===== config.mk =====
export PLATFORM = sky130hd
export DESIGN_NAME = univ_shift_reg_flat
export DESIGN_NICKNAME = d
export VERILOG_FILES = /design/src/rtl/usr_pkg.sv /design/src/rtl/univ_shift_reg_if.sv /design/src/rtl/usr_frame_cnt.sv /design/src/rtl/univ_shift_reg.sv /design/src/flat_wrapper.sv
export SDC_FILE = /design/constraint.sdc
export NUM_CORES = 1
export LEC_CHECK = 0
export CAP_MARGIN = 0
export CORE_MARGIN = 2
export CORE_UTILIZATION = 37
export DETAILED_ROUTE_END_ITERATION = 10
export GPL_TIMING_DRIVEN = 0
export PLACE_DENSITY = 0.83
export SYNTH_ARGS = -nofsm -noshare
export SYNTH_HDL_FRONTEND = slang
export SYNTH_HIERARCHICAL = 1
export SYNTH_SLANG_ARGS = --single-unit

===== constraint.sdc =====
create_clock -name clk -period 1.6 [get_ports clk]
set_clock_uncertainty 0.2 [all_clocks]
set_input_delay 0.32 -clock clk [delete_from_list [all_inputs] [get_ports clk]]
set_output_delay 0.32 -clock clk [all_outputs]
set_load 0.01 [all_outputs]

===== src/rtl/usr_pkg.sv =====
// Shared definitions for the universal shift register: mode encoding and counter sizing.
// Latency: n/a (constants and pure functions only).
// Backpressure: n/a.
package usr_pkg;

    // Operation select encoding; 3'b110 and 3'b111 are reserved and behave as HOLD.
    localparam logic [2:0] MODE_HOLD = 3'b000;
    localparam logic [2:0] MODE_SHR  = 3'b001;
    localparam logic [2:0] MODE_SHL  = 3'b010;
    localparam logic [2:0] MODE_LOAD = 3'b011;
    localparam logic [2:0] MODE_ROR  = 3'b100;
    localparam logic [2:0] MODE_ROL  = 3'b101;

    // Shift counter width: must hold 0..width-1 and leave headroom for width itself.
    function automatic int cnt_w(input int width);
        return $clog2(width) + 1;
    endfunction

    // True for every mode that moves bits (and therefore advances the frame counter).
    function automatic logic is_shift(input logic [2:0] mode);
        return (mode == MODE_SHR) || (mode == MODE_SHL) ||
               (mode == MODE_ROR) || (mode == MODE_ROL);
    endfunction

endpackage


===== src/rtl/univ_shift_reg_if.sv =====
// Control/data bundle between a driver and the universal shift register.
// Latency: none (plain wires).
// Backpressure: none; the register accepts an operation on every enabled clock.
interface univ_shift_reg_if #(
    parameter int WIDTH = 8
) ();
    import usr_pkg::*;

    logic                      en;
    logic [2:0]                mode;
    logic                      sin_msb;
    logic                      sin_lsb;
    logic [WIDTH-1:0]          pdin;
    logic [WIDTH-1:0]          pout;
    logic                      sout_lsb;
    logic                      sout_msb;
    logic [cnt_w(WIDTH)-1:0]   shift_cnt;
    logic                      frame_done;

    modport master (
        output en, mode, sin_msb, sin_lsb, pdin,
        input  pout, sout_lsb, sout_msb, shift_cnt, frame_done
    );

    modport slave (
        input  en, mode, sin_msb, sin_lsb, pdin,
        output pout, sout_lsb, sout_msb, shift_cnt, frame_done
    );

endinterface


===== src/rtl/usr_frame_cnt.sv =====
// Counts shifts since the last load/reset and pulses done after every WIDTH-th shift.
// Latency: 1 cycle; done is high for the single cycle following the wrapping shift.
// Backpressure: none; en low freezes the count and forces done low.
module usr_frame_cnt
    import usr_pkg::*;
#(
    parameter int WIDTH = 8
) (
    input  logic                     clk,
    input  logic                     rst,
    input  logic                     en,
    input  logic                     shift,
    input  logic                     load,
    output logic [cnt_w(WIDTH)-1:0]  cnt,
    output logic                     done
);
    localparam int              CW   = cnt_w(WIDTH);
    localparam logic [CW-1:0]   LAST = CW'(WIDTH - 1);

    logic [CW-1:0] r_cnt;
    logic          r_done;
    logic          w_wrap;

    // A shift taken at the last position closes the frame.
    assign w_wrap = shift && (r_cnt == LAST);

    // Count register and one-cycle frame pulse; reset drops any partial frame.
    always_ff @(posedge clk) begin
        if (rst) begin
            r_cnt  <= '0;
            r_done <= 1'b0;
        end else if (!en) begin
            r_done <= 1'b0;
        end else begin
            r_done <= w_wrap;
            if (load || w_wrap) begin
                r_cnt <= '0;
            end else if (shift) begin
                r_cnt <= r_cnt + CW'(1);
            end
        end
    end

    assign cnt  = r_cnt;
    assign done = r_done;

endmodule


===== src/rtl/univ_shift_reg.sv =====
// Universal shift register (hold/shift/rotate/load) with optional frame counter (USR_FRAME_CNT_EN).
// Latency: 1 cycle from enabled clock edge to pout/sout_*; outputs come straight from q.
// Backpressure: none; en low holds q and count, frame_done reads 0.
module univ_shift_reg
    import usr_pkg::*;
#(
    parameter int WIDTH = 8
) (
    input  logic               clk,
    input  logic               rst,
    univ_shift_reg_if.slave    bus
);
    logic [WIDTH-1:0] r_q;
    logic [WIDTH-1:0] w_q_nxt;

    // Next register value for the selected operation; reserved codes hold.
    always_comb begin
        w_q_nxt = r_q;
        case (bus.mode)
            MODE_SHR:  w_q_nxt = {bus.sin_msb, r_q[WIDTH-1:1]};
            MODE_SHL:  w_q_nxt = {r_q[WIDTH-2:0], bus.sin_lsb};
            MODE_LOAD: w_q_nxt = bus.pdin;
            MODE_ROR:  w_q_nxt = {r_q[0], r_q[WIDTH-1:1]};
            MODE_ROL:  w_q_nxt = {r_q[WIDTH-2:0], r_q[WIDTH-1]};
            default:   w_q_nxt = r_q;
        endcase
    end

    // Data register: synchronous clear wins over enable and mode.
    always_ff @(posedge clk) begin
        if (rst) begin
            r_q <= '0;
        end else if (bus.en) begin
            r_q <= w_q_nxt;
        end
    end

    assign bus.pout     = r_q;
    assign bus.sout_lsb = r_q[0];
    assign bus.sout_msb = r_q[WIDTH-1];

`ifdef USR_FRAME_CNT_EN
    logic w_shift;
    logic w_load;

    assign w_shift = is_shift(bus.mode);
    assign w_load  = (bus.mode == MODE_LOAD);

    usr_frame_cnt #(
        .WIDTH (WIDTH)
    ) u_frame_cnt (
        .clk   (clk),
        .rst   (rst),
        .en    (bus.en),
        .shift (w_shift),
        .load  (w_load),
        .cnt   (bus.shift_cnt),
        .done  (bus.frame_done)
    );
`else
    assign bus.shift_cnt  = '0;
    assign bus.frame_done = 1'b0;
`endif

endmodule


===== src/flat_wrapper.sv =====
// flat-port wrapper written by rule: the top's interface ports become plain ports
module univ_shift_reg_flat import usr_pkg::*;
#(
    parameter int WIDTH = 8
)
  (clk, rst, bus_en, bus_mode, bus_sin_msb, bus_sin_lsb, bus_pdin, bus_pout, bus_sout_lsb, bus_sout_msb, bus_shift_cnt, bus_frame_done);
  univ_shift_reg_if #(.WIDTH(WIDTH)) bus_i ();
  input  logic clk;
  input  logic rst;
  input wire logic [$bits(bus_i.en)-1:0] bus_en;
  input wire logic [$bits(bus_i.mode)-1:0] bus_mode;
  input wire logic [$bits(bus_i.sin_msb)-1:0] bus_sin_msb;
  input wire logic [$bits(bus_i.sin_lsb)-1:0] bus_sin_lsb;
  input wire logic [$bits(bus_i.pdin)-1:0] bus_pdin;
  output wire logic [$bits(bus_i.pout)-1:0] bus_pout;
  output wire logic [$bits(bus_i.sout_lsb)-1:0] bus_sout_lsb;
  output wire logic [$bits(bus_i.sout_msb)-1:0] bus_sout_msb;
  output wire logic [$bits(bus_i.shift_cnt)-1:0] bus_shift_cnt;
  output wire logic [$bits(bus_i.frame_done)-1:0] bus_frame_done;
  assign bus_i.en = bus_en;
  assign bus_i.mode = bus_mode;
  assign bus_i.sin_msb = bus_sin_msb;
  assign bus_i.sin_lsb = bus_sin_lsb;
  assign bus_i.pdin = bus_pdin;
  assign bus_pout = bus_i.pout;
  assign bus_sout_lsb = bus_i.sout_lsb;
  assign bus_sout_msb = bus_i.sout_msb;
  assign bus_shift_cnt = bus_i.shift_cnt;
  assign bus_frame_done = bus_i.frame_done;
  univ_shift_reg #(.WIDTH(WIDTH)) u_core (.clk(clk), .rst(rst), .bus(bus_i));
endmodule

=== Word level (Yosys, flattened, before mapping) ===
Index checks and enable logic that the tools add are counted.

* Flip-flop bits (word level): 8
* Bits of input ports: 16

* Reduce and logical (&&, ||, !) cells: 2
* Multiplexer cells: 1
* Equality and inequality tests: 5

{| class="wikitable"
|+ Operators by type and width
! cell !! count
|-
| 8-bit one-hot mux with 5 select lines || 1
|-
| 3-bit by 2-bit equality test with 1-bit output (second input constant) || 2
|-
| 3-bit equality test (second input constant) || 2
|-
| 5-bit nonzero test || 1
|-
| 3-bit by 1-bit equality test with 1-bit output (second input constant) || 1
|-
| 2-bit AND reduction || 1
|}

=== Logic depth before layout (Yosys ltp) ===
Gate-level depths: netlist of the first run.

* Word-level depth: 3
* Depth in mapped cells: 6
* Depth with buffers taken out: 4

=== Least setup slack after synthesis of the first run ===
No wires, ideal clock.

* Kind: input -> register
* Start: input port bus_mode[0]
* End: register u_core.r_q[3], in the netlist u_core/bus.pout[3]
* Stages: 5
* Setup slack: 134 ps
* Arrival time: 1136 ps
* Required time: 1270 ps
* Cell sequence: buf_6 and2_1 clkbuf_2 a222oi_1 a211oi_1

* Longest elaborated chain between the ends: 3

{| class="wikitable"
|+ Ends and longest elaborated chain
! element !! RTL line !! source
|-
| from (decl) || flat_wrapper.sv:11 || <nowiki>input wire logic [$bits(bus_i.mode)-1:0] bus_mode;</nowiki>
|-
| 3-bit by 1-bit equality test with 1-bit output, or another cell as far along || univ_shift_reg.sv:19 || <nowiki>case (bus.mode)</nowiki>
|-
| 5-bit nonzero test (no line) || - ||
|-
| 2-bit AND reduction (no line) || - ||
|-
| to (signal assigned) || univ_shift_reg.sv:34 || <nowiki>r_q <= w_q_nxt;</nowiki>
|-
| to (decl) || univ_shift_reg.sv:13 || <nowiki>logic [WIDTH-1:0] r_q;</nowiki>
|}

Several ways; a longest one is shown, not always the timed one.
A chain may end at the register's enable or synchronous reset.

=== Worst setup path in the final report of the first run ===
* Start: register u_core.r_q[0], in the netlist u_core/bus.pout[0]
* End: output port bus_pout[0]

{| class="wikitable"
|+ RTL lines
! element !! RTL line !! source
|-
| to (decl) || flat_wrapper.sv:15 || <nowiki>output wire logic [$bits(bus_i.pout)-1:0] bus_pout;</nowiki>
|}

No word-level cell between the ends.

==> flow_summary.yaml, run 1 <==
outcome:
  outcome: "complete, no violations"
worst_setup_path:
  critPathSlowestCell: "dfxtp_2"
  timing.rr.end: "u_core/bus.pout[7]"
  worstPathCellList: "buf_4, dlygate4sd2_1"
  worstPathRequired_ns: 1.08
  worstSetupEndpointType: "output port"
  worst_r2r_path_depth: 4
  slowest_delay_ns: 0.34
  cp.arrival_ns: 0.98
  r2r_start: "u_core/bus.pout[6]"
  crit_fanout: 5
  path_class: "register to output port"
  r2r_setup_slack_ns: 0.43
  worst_setup_path_start_kind: "register"
synthesis:
  syn_area_um2: 581.8
  synth_edf_count: 0
  yosys-top-cells-count: "8 x dfxtp_1, 7 x buf_4, 7 x nor2_1"
  synth_seq_cells: 8
  synth_area_leaders: "dfxtp_1 28%, buf_4 9.0%, buf_6 7.7%"
  yosysSeqAreaShare_pct: 27.53
  yosysTopAreaCell: "dfxtp_1"
  synth_warnings: 6
  ys_async_sr_fraction_pct: 0
  synth_most_common_cell: "dfxtp_1"
  synth_top_area_share_pct: 27.53
  syn_area_per_cell_um2: 9.091
  synth_flop_cell: "dfxtp_1"
  netlist_instances: 64
  ys_types: 29
finish:
  drive_gt1_share_pct: 25.53
  post-route-util_pct: 57.39
  antenna_cells: 0
  postLayoutCellArea_um2: 854.6
  fill_cells: 135
  nNetsFinal: 112
  area_growth_pct: 46.88
  instances_no_fill: 110
  largest_register_ffs: 8
route:
  drc: 0
  vias: 603
  dr.pass1.iters: 4
  drt_iter0_drc: 27
  wl_per_cell_um: 13.07
  vias_per_cell: 5.482
  wl_um: 1438
  ant_nets: 0
timing:
  holdWs_ns: 0.1944
  grt_setup_unrepaired: "false"
  period_share_pct: 93.86
  finalSetupViolCount: 0
  period_needed_ns: 1.502
  drv_slew: 0
  finalHoldViolCount: 0
  fmax_mhz: 665.9
hold_path:
  whs_path_depth: 3
  hp-class: "input port to register"
  holdPathEnd: "u_core/bus.pout[0]"
  hold_start: "bus_mode[2]"
floorplanning:
  chipWidth_um: 43.66
  placement_rows: 14
  dieArea_mm2: 0.001906
  start_util_pct: 39.08
  ioPinCount: 31
  core_area_mm2: 0.001489
  die_h_um: 43.66
grt:
  grt_pass1_vias: 461
  antenna_found_initial: 0
  grt_pass1_wl_um: 2076
  track_usage_pct: 14.96
  gr-total-overflow: 0
  grt_max_degree: 11
clock_network:
  hold_buffers: 0
  clockRootBuffer: "clkbuf_4"
  clk_path_buf_depth: 2
  cts_inserted_buffers: 3
  cts_tree: "yes"
  cts_sinks: 8
  cts.reportedPaths.clkPinSlew_ns: 0.05
  insertion_delay_ns: 0.25
  h-tree-depth: 1
place:
  numPortBuffers: 21
  dp.cells: 105
  postPlaceCellArea_um2: 827.0
  place.gp.congestion: 0.8465
  dp_hpwl_um: 1015
pwr:
  power.sequential.fraction_pct: 40.9
  p_switching_mw: 0.1654
  pwr-share-comb_pct: 33.6
  ir_worst_vdd_v: 0.0004928
  p_total_mw: 0.5752
  power.leakage_nw: 0.3905
  power.share.clock_pct: 25.6
  p_per_area_mw_per_mm2: 673.1
  p_int_mw: 0.4097
  p_sw_share_pct: 28.76
flow_run:
  cap_violations: 0
power groups by stage:
stage               registers, mW  clock network [mW]  logic (mW)
floorplan                   0.242                   0       0.112
global placement            0.238                   0       0.196
detailed placement          0.239                   0       0.198
CTS                         0.235               0.153       0.186
global route                0.237               0.163       0.207
finish                      0.235               0.147       0.193
cells by family after synthesis:
kind of cell	after synthesis	share of synthesized area, %
AND/OR/NAND/NOR	17	14.84
multiplexers	4	8.386
flip-flops	8	27.53
AO/OA/AOI/OAI	20	29.68
other	1	0.6445
buffers and inverters	14	18.92
critical path: cells and delay by family (launching register included):
family / cells / cell delay, ns
DFF: 1 / 0.34
buffers and inverters: 2 / 0.39
metal layers:
layer	global-route usage, %	vias to the layer above	share of wire (%)
li1	-	292	-
met1	16.92	284	41
met5	0	-	0
met2	24.71	25	50
met4	5.455	0	1.0
met3	6.667	2	7.7
layout make-up:
class | count | area (um2) | area share (%)
Multi-Input combinational cell | 46 | 326.6 | 38.21
Timing Repair Buffer | 23 | 212.7 | 24.89
Sequential cell | 8 | 162.7 | 19.03
Buffer | 13 | 106.4 | 12.45
Clock buffer | 3 | 22.52 | 2.635
Tap cell | 16 | 20.02 | 2.343
Inverter | 1 | 3.754 | 0.4392
worst max path at each step:
stage,slack [ns],cells past startpoint,start,to
after global placement,-0.31,6,bus_en,u_core/bus.pout[4]
final,0.1,2,u_core/bus.pout[0],bus_pout[0]
after detailed placement,-0.31,6,bus_en,u_core/bus.pout[0]
after CTS,0.002,6,bus_en,u_core/bus.pout[4]
after floorplan,0.13,5,bus_mode[0],u_core/bus.pout[3]
after global routing,0.07,2,u_core/bus.pout[0],bus_pout[0]
placed cells by master (no fill, tap or decap), types with 2 or more instances in the layout:
master           count
clkdlybuf4s50_1     10
dlygate4sd2_1       10
buf_4                8
nor2_1               7
dfxtp_1              6
conb_1               5
buf_6                4
a211oi_1             4
clkbuf_4             3
a222oi_1             3
nand2_1              3
a22oi_1              3
a311oi_1             3
nand2b_1             2
mux2i_1              2
dfxtp_2              2
per-stage QoR:
| stage | setup WS [ns] | setup TNS [ns] |
|---|---|---|
| finish | 0.09823 | 0 |
| global route | 0.06951 | 0 |
| CTS | 0.002498 | 0 |
| detailed placement | -0.3113 | -1.996 |
| global placement | -0.3050 | -1.925 |
| floorplan | 0.1339 | 0 |
what timing repair did:
action,in CTS,in global routing
setup buffers,0,1
endpoints found under the hold margin,0,0
setup endpoints to repair,15,5
pin swaps,1,2
gates resized for setup,12,2
cloned,0,1
(Power assumes the default switching activity.)
==> run 2, diff against run 1 <==
--- a/config.mk
+++ b/config.mk
@@ -6,8 +6,11 @@
 export NUM_CORES = 1
 export LEC_CHECK = 0
 export CAP_MARGIN = 0
+export CELL_PAD_IN_SITES_DETAIL_PLACEMENT = 1
+export CELL_PAD_IN_SITES_GLOBAL_PLACEMENT = 1
+export CORE_ASPECT_RATIO = 1.5
 export CORE_MARGIN = 2
-export CORE_UTILIZATION = 37
+export CORE_UTILIZATION = 26
 export DETAILED_ROUTE_END_ITERATION = 10
 export GPL_TIMING_DRIVEN = 0
 export PLACE_DENSITY = 0.83
==> run 2 against run 1 <==
Compared with the run above:
- sequential power barely moved
- sequential share of layout area fell by 0.10 points
- utilization fell by 16 points
- critical path depth did not move
- wire length rose by 11%
- hold slack got worse by 0.019 ns
- global-route usage fell by 1.3 points
- largest cell class is now non-clock buffers
==> flow_summary.yaml, run 2 (synthesized netlist as in run 1, its figures left out) <==
outcome:
  outcome: "complete, no violations"
route:
  drt_iter0_drc: 14
  vias_per_cell: 5.084
  dr.pass1.iters: 4
  ant_nets: 0
  wl_per_cell_um: 13.40
  drc: 0
  vias: 605
  wl_um: 1595
grt:
  grt_pass1_wl_um: 2580
  antenna_found_initial: 0
  track_usage_pct: 13.69
  grt_pass1_vias: 566
  gr-total-overflow: 0
  grt_max_degree: 11
pwr:
  ir_worst_vdd_v: 0.0003215
  power.leakage_nw: 0.4031
  p_per_area_mw_per_mm2: 671.2
  p_total_mw: 0.5988
clock_network:
  hold_buffers: 0
  h-tree-depth: 1
  cts_sinks: 8
  insertion_delay_ns: 0.27
  clockRootBuffer: "clkbuf_4"
  cts_tree: "yes"
  cts.reportedPaths.clkPinSlew_ns: 0.06
  clk_path_buf_depth: 2
  cts_inserted_buffers: 3
worst_setup_path:
  critPathSlowestCell: "dfxtp_4"
  cp.arrival_ns: 1.02
  worstSetupEndpointType: "output port"
  r2r_start: "u_core/bus.pout[7]"
  crit_fanout: 5
  worst_r2r_path_depth: 3
  path_class: "register to output port"
  worst_setup_path_start_kind: "register"
  worstPathRequired_ns: 1.08
  worstPathCellList: "buf_4, dlygate4sd2_1"
  startpoint: "u_core/bus.pout[0]"
  slowest_delay_ns: 0.36
finish:
  drive_gt1_share_pct: 29.17
  multiInputGateArea_um2: 331.6
  postLayoutCellArea_um2: 892.1
  nNetsFinal: 114
  final_cell_mix: "11 x buf_4, 10 x clkdlybuf4s50_1, 10 x dlygate4sd2_1"
  area_growth_pct: 53.33
  largest_register_ffs: 8
  final_common_cell: "buf_4"
  regArea_um2: 168.9
  antenna_cells: 0
  fill_cells: 265
floorplanning:
  die_h_um: 61.94
  start_util_pct: 26.68
  ioPinCount: 31
  placement_rows: 21
  core_area_mm2: 0.002181
  chipWidth_um: 42.63
  dieArea_mm2: 0.002640
timing:
  grt_setup_unrepaired: "false"
  fmax_mhz: 649.3
  drv_slew: 0
  period_share_pct: 96.26
  period_needed_ns: 1.540
  finalHoldViolCount: 0
  finalSetupViolCount: 0
place:
  postPlaceCellArea_um2: 835.8
  place.gp.congestion: 0.7255
  numPortBuffers: 21
hold_path:
  hold_start: "bus_mode[2]"
  whs_path_depth: 3
  hp-class: "input port to register"
flow_run:
  cap_violations: 0
[run 2: path summary, 6_finish.rpt]
kind | end | slack [ns]
max | bus_pout[0] | 0.06
min reg2reg | u_core/bus.pout[7] | 0.33
max reg2reg | u_core/bus.pout[0] | 0.42
min | u_core/bus.pout[0] | 0.17
[run 2: cell type report]
| type | instances | share of cell area, % |
|---|---|---|
| plain buffers | 13 | 11.92 |
| clock buffers | 3 | 2.525 |
| multi-input cells | 46 | 37.17 |
| inverters | 1 | 0.4208 |
| well taps | 23 | 3.226 |
| repair buffers | 25 | 25.81 |
| flip-flops and latches | 8 | 18.93 |
[run 2: timing repair]
item / in CTS / in global routing
gates resized for setup: 15 / 3
setup buffers: 2 / 2
pin swaps: 1 / 4
hold endpoints to repair: 0 / 0
endpoints found under the setup margin: 14 / 5
[run 2: metrics by stage]
stage	setup slack (ns)	std cells	hold slack, ns	setup TNS [ns]	utilization [%]
finish	0.05978	119	0.1750	0	40.91
global route	0.02773	119	0.1885	0	40.91
CTS	0.02045	117	0.1694	0	39.87
detailed placement	-0.3857	112	0.3337	-2.474	38.32
global placement	-0.3052	112	0.3227	-1.950	38.32
floorplan	0.1339	68	0.2700	0	-
[run 2: worst max-delay path, delay by kind of cell, from the launching register on]
kind / cells / cell delay [ns]
buffers and inverters: 2 / 0.40
flip-flops: 1 / 0.36
[run 2: power breakdown]
part	total [mW]	switching, mW	leakage (nW)	internal [mW]
sequential	0.234	0.0188	0.0677	0.216
clock	0.163	0.0769	0.0138	0.0864
combinational	0.201	0.0878	0.322	0.113
total	0.599	0.184	0.403	0.415
[run 2: metal layers]
metal | vias up | track usage [%] | routed length (um)
met4 | 0 | 10.71 | 46
met1 | 285 | 14.41 | 614
met2 | 24 | 23.59 | 823
li1 | 291 | - | -
met5 | - | 0 | 0
met3 | 5 | 3.179 | 110
